File: src/rtl/sm83_irq_responder.sv
// SM83 interrupt responder: latches rising edges of the peripheral request lines into IF,
// masks them with IE, raises irq, and answers the core's acknowledge handshake with the
// vector of the highest-priority pending source (bit 0 highest) while clearing that IF bit.
module sm83_irq_responder #(
    parameter int unsigned N_SRC      = 5,
    parameter logic [7:0]  VEC_BASE   = 8'h40,
    parameter int unsigned VEC_STRIDE = 8
) (
    input  logic             clk_i,
    input  logic             nreset_i,
    input  logic [N_SRC-1:0] src_i,
    input  logic             wr_en_i,
    input  logic             wr_sel_i,
    input  logic [7:0]       wr_data_i,
    output logic [7:0]       rd_if_o,
    output logic [7:0]       rd_ie_o,
    output logic             irq_o,
    input  logic             ack_req_i,
    output logic [7:0]       vector_o,
    output logic             ack_done_o
);

    typedef enum logic [1:0] {StIdle, StLatch, StVector, StWaitDrop} state_e;

    state_e             state_q, state_d;
    logic [N_SRC-1:0]   if_q, if_d;
    logic [N_SRC-1:0]   ie_q, ie_d;
    logic [N_SRC-1:0]   src_q;
    logic [2:0]         idx_q, idx_d;
    logic               cancel_q, cancel_d;
    logic [7:0]         vector_q, vector_d;

    logic [N_SRC-1:0]   pend;
    logic [N_SRC-1:0]   rise;
    logic [N_SRC-1:0]   if_base;
    logic [N_SRC-1:0]   clr_mask;
    logic [2:0]         first_idx;
    logic [7:0]         vec_calc;
    logic               clear_en;

    // Only the low N_SRC data bits are architectural; the rest are ignored.
    logic unused_wr_data;
    assign unused_wr_data = ^wr_data_i;

    assign pend     = if_q & ie_q;
    assign rise     = src_i & ~src_q;
    assign irq_o    = |pend;
    assign clr_mask = N_SRC'(1) << idx_q;
    assign vec_calc = VEC_BASE + 8'(VEC_STRIDE * 32'(idx_q));
    assign vector_o = vector_q;

    // Readback: unused IF bits read as 1, unused IE bits read as 0.
    always_comb begin
        rd_if_o              = 8'hFF;
        rd_if_o[N_SRC-1:0]   = if_q;
        rd_ie_o              = 8'h00;
        rd_ie_o[N_SRC-1:0]   = ie_q;
    end

    // Priority encoder: index of the lowest set pending bit (0 when nothing pends).
    always_comb begin
        first_idx = 3'd0;
        for (int i = N_SRC - 1; i >= 0; i--) begin
            if (pend[i]) begin
                first_idx = 3'(i);
            end
        end
    end

    // Register next values: write, then acknowledge clear, then new edges (set wins).
    always_comb begin
        if_base = (wr_en_i && !wr_sel_i) ? wr_data_i[N_SRC-1:0] : if_q;
        if (clear_en) begin
            if_base = if_base & ~clr_mask;
        end
        if_d = if_base | rise;
        ie_d = (wr_en_i && wr_sel_i) ? wr_data_i[N_SRC-1:0] : ie_q;
    end

    // Acknowledge FSM next-state and outputs.
    always_comb begin
        state_d    = state_q;
        idx_d      = idx_q;
        cancel_d   = cancel_q;
        vector_d   = vector_q;
        clear_en   = 1'b0;
        ack_done_o = 1'b0;
        unique case (state_q)
            StIdle: begin
                if (ack_req_i) begin
                    state_d  = StLatch;
                    idx_d    = first_idx;
                    cancel_d = (pend == '0);
                end
            end
            StLatch: begin
                state_d  = StVector;
                // Vector is prepared here so it is stable for the whole ack_done cycle.
                vector_d = cancel_q ? 8'h00 : vec_calc;
            end
            StVector: begin
                ack_done_o = 1'b1;
                clear_en   = !cancel_q;
                state_d    = StWaitDrop;
            end
            StWaitDrop: begin
                if (!ack_req_i) begin
                    state_d = StIdle;
                end
            end
            default: state_d = StIdle;
        endcase
    end

    // State registers with synchronous active-low reset.
    always_ff @(posedge clk_i) begin
        if (!nreset_i) begin
            state_q  <= StIdle;
            if_q     <= '0;
            ie_q     <= '0;
            src_q    <= src_i;
            idx_q    <= 3'd0;
            cancel_q <= 1'b0;
            vector_q <= 8'h00;
        end else begin
            state_q  <= state_d;
            if_q     <= if_d;
            ie_q     <= ie_d;
            src_q    <= src_i;
            idx_q    <= idx_d;
            cancel_q <= cancel_d;
            vector_q <= vector_d;
        end
    end

endmodule
File: config.mk
export PLATFORM = sky130hd
export DESIGN_NAME = sm83_irq_responder
export DESIGN_NICKNAME = d
export VERILOG_FILES = /design/src/rtl/sm83_irq_responder.sv
export SDC_FILE = /design/constraint.sdc
export NUM_CORES = 1
export LEC_CHECK = 0
export ABC_CLOCK_PERIOD_IN_PS = 2700
export CAP_MARGIN = 10
export CORE_MARGIN = 2
export CORE_UTILIZATION = 46
export DETAILED_ROUTE_END_ITERATION = 7
export PLACE_DENSITY = 0.93
export SYNTH_ARGS = -nofsm -noshare
export SYNTH_HDL_FRONTEND = slang
export SYNTH_SLANG_ARGS = --single-unit
File: constraint.sdc
create_clock -name clk_i -period 2.7 [get_ports clk_i]
set_clock_uncertainty 0.15 [all_clocks]
set_input_delay 0.54 -clock clk_i [delete_from_list [all_inputs] [get_ports clk_i]]
set_output_delay 0.54 -clock clk_i [all_outputs]
set_load 0.005 [all_outputs]
==> metrics <==
Routed wire per std cell=~14 um; number of hold buffers added after cts=0; number of buffers created by CTS=3; I/O Buffers=30; number of routed nets with antenna violations=0; number of placement rows=18; part of the Yosys area used for sequential elements=0.423; number of clock sinks=25; worst min path class=register to register; sequential share of power=0.479; remaining global-route overflow=0; core area=2450 sq um; final worst-path cycle share=0.859; maximum number of pins on one net before global-route repair=17; worst-case clock buffer depth=2; crit path capture=irq_o; routed vias/inst=5.59; Fin. Hold Viols=0; number of nets in the final layout=183; CTS clock-pin slew for the worst setup and hold paths=160 ps; TritonCTS clock tree=done; combined area of the multi-input logic cells=around 600 sq um; count of filler cells inserted in the layout=217; critical setup path kind=register to output port; most common library cell in the layout ignoring fill and taps=sky130_fd_sc_hd__clkdlybuf4s50_1; clock insertion delay at the later pin of the skew report=340 ps; beginning of the critical path=if_q[2]; Peak Freq=431 MHz; pins over their slew limit=0; R2R Path Start=state_q[0]; arrival time at the worst endpoint=1630 ps; height of the die=54.7 um; Leakage Power=0.581 nW; floorplan die area=2990 sq um; part of the power in the clock network=0.198; initial antenna violation count=0; Max H-tree Level=1; cells after synthesis=around 130; post-CTS setup buffers=0; FF-to-FF setup slack=950 ps; number of resized instances in the post-cts repair step=0; CP required=2010 ps; global-route wire length before repair=4220 um; sum of buffers and inverters on the critical path=1; cell family with the largest share of critical-path delay=buffers and inverters; series of cell instances along the critical path=a22oi_1, nand3_1, clkdlybuf4s50_1; GRT Resource Usage Total=0.200; Initial Utilization=0.482; WHS=333 ps; power share of the combinational group=0.323; most used cells in the layout excluding fill and tap cells=sky130_fd_sc_hd__clkdlybuf4s50_1 (30), sky130_fd_sc_hd__dfxtp_1 (25), sky130_fd_sc_hd__nand2_1 (12), sky130_fd_sc_hd__nand3_1 (11), sky130_fd_sc_hd__conb_1 (10); run status=finished, final reports clean; highest fanout seen on the critical path=4; Post-Syn Area per Cell=between 9 and 10 sq um; total of warnings raised by yosys=0; R2R depth=5; switching power=roughly 310 uW; dpl hpwl=2000 um; area used by sequential logic in the layout=around 500 sq um; max cap viols=0; number of failing setup endpoints in the final timing report=0; number of global-route vias before repair=~990; Reg2Reg Capture Point=if_q[1]; Internal Dissipation=626 uW; worst-path cell with the longest stage delay=sky130_fd_sc_hd__clkdlybuf4s50_1; area grow syn2layout=25.8%; placer congestion estimate=0.780; setup_tns=0 ps; Power Density=around 630 nW/um^2; detailed-route via count=1,056; Net Sw Frac=0.334; slowest cell delay on critical path=around 460 ps; antenna cell count=0; endpoint type of the worst setup path=output port; routed wire length=2650 um; Final min period=2320 ps; number of top-level pins=44; 1st-pass router iterations=4; RSZ-0062 raised after global routing=no; total number of cells along the worst setup path=3; width of the die=54.7 um; DR iter-0 viols=25; number of synthesized register bits=25; Synth Cell Area=1180 sq um; DRC violations left=0; CTS Root Cell=sky130_fd_sc_hd__clkbuf_4; worst-case vdd ir drop=0.345 mV; proportion of layout cells with a drive suffix above 1=0.0440; startpoint kind of the worst setup timing path=register; Distinct cells, synth=34
==> power by group through the flow <==
stage               Sequential (mW)  Clock [mW]  Combinational, mW
floorplan                     0.451           0              0.199
global placement              0.453           0              0.277
detailed placement            0.458           0              0.301
CTS                           0.449       0.190              0.302
global route                  0.459       0.200              0.336
finish                        0.450       0.186              0.303
==> worst reg2reg max path, cell delays in order, from the launching register on <==
cell and delay [ps]:
sky130_fd_sc_hd__dfxtp_1 370, sky130_fd_sc_hd__inv_1 130, sky130_fd_sc_hd__ha_1 260, sky130_fd_sc_hd__or3b_4 420
sky130_fd_sc_hd__o41ai_2 270, sky130_fd_sc_hd__nor2_1 70
==> cell usage after synthesis <==
cell type,instances,area (sq um)
sky130_fd_sc_hd__a22oi_1,2,15.0
sky130_fd_sc_hd__buf_4,10,75.1
sky130_fd_sc_hd__or3b_4,1,11.3
sky130_fd_sc_hd__clkbuf_1,1,3.75
sky130_fd_sc_hd__nor2_1,6,22.5
sky130_fd_sc_hd__conb_1,2,7.51
sky130_fd_sc_hd__nor3_1,3,15.0
sky130_fd_sc_hd__mux2i_1,3,30.0
sky130_fd_sc_hd__buf_2,3,15.0
sky130_fd_sc_hd__o21ai_0,1,5.00
sky130_fd_sc_hd__nand2b_1,5,31.3
sky130_fd_sc_hd__nand4b_1,1,8.76
sky130_fd_sc_hd__and2_1,1,6.26
sky130_fd_sc_hd__a21boi_0,1,7.51
sky130_fd_sc_hd__nand3_1,11,55.1
sky130_fd_sc_hd__nor4_1,1,6.26
sky130_fd_sc_hd__dfxtp_1,25,500
sky130_fd_sc_hd__a21oi_1,8,40.0
sky130_fd_sc_hd__o32ai_1,1,8.76
sky130_fd_sc_hd__a211oi_1,6,45.0
sky130_fd_sc_hd__nor2b_1,4,25.0
sky130_fd_sc_hd__nor4b_1,1,8.76
sky130_fd_sc_hd__ha_1,5,62.6
sky130_fd_sc_hd__a31oi_1,1,6.26
sky130_fd_sc_hd__o41ai_2,1,16.3
sky130_fd_sc_hd__o31ai_1,1,7.51
sky130_fd_sc_hd__a32oi_1,1,8.76
sky130_fd_sc_hd__inv_2,1,3.75
sky130_fd_sc_hd__and3b_1,4,35.0
sky130_fd_sc_hd__nand3b_1,3,22.5
sky130_fd_sc_hd__nand2_1,12,45.0
sky130_fd_sc_hd__nand4bb_1,1,11.3
sky130_fd_sc_hd__inv_1,3,11.3
sky130_fd_sc_hd__o41ai_1,1,8.76
==> cell families (layout without fill, tap and decap cells) <==
group                    count (synthesis)  after routing  synth area share
AO/OA/AOI/OAI                           24             24             0.143
adder cells (fa/ha/maj)                  5              5            0.0529
buffers and inverters                   18             38            0.0921
flip-flops                              25             25             0.423
multiplexers                             3              3            0.0254
other                                    2             10           0.00635
AND/OR/NAND/NOR                         54             54             0.257
==> flip-flops by register name (all words and copies together) (netlist names) <==
register / cells
ie_q: 5
if_q: 5
src_q: 5
vector_o: 4
idx_q: 3
state_q: 2
cancel_q: 1
==> metal layers <==
metal  track usage  part of all wire  vias to the layer above
li1              -                 -                      501
met1         0.232              0.40                      494
met2         0.327              0.50                       51
met3        0.0273             0.064                       10
met4         0.154             0.038                        0
met5             0                 0                        -
==> how the worst min path moves through the flow <==
stage / startpoint / endpoint / slack [ps] / cells past startpoint
4_1_cts: vector_o[3] / vector_o[3] / 340 / 2
2_1_floorplan: vector_o[3] / vector_o[3] / 310 / 2
5_1_grt: vector_o[4] / vector_o[4] / 360 / 2
6_report: vector_o[3] / vector_o[3] / 330 / 2
3_3_place_gp: vector_o[3] / vector_o[3] / 300 / 2
3_5_place_dp: vector_o[4] / vector_o[4] / 320 / 2
==> metrics by stage <==
stage                     utilization  setup slack [ps]  instance area [sq um]  cells  power [mW]
final                           0.606               381                   1490    189       0.940
after CTS                       0.606               397                   1490    189       0.942
after global routing            0.606               352                   1490    189       0.994
after floorplan                     -              1100                   1210    139       0.650
after global placement          0.593               662                   1460    185       0.730
after detailed placement        0.593               625                   1460    185       0.758
==> area by class of cell <==
type	count	area share
multi-input combinational	96	0.405
sequential	25	0.336
timing repair buffer	30	0.202
tap	30	0.0252
clock buffer	3	0.0151
inverter	4	0.0101
clock inverter	1	0.00589
Power figures use the tool's default switching activity.
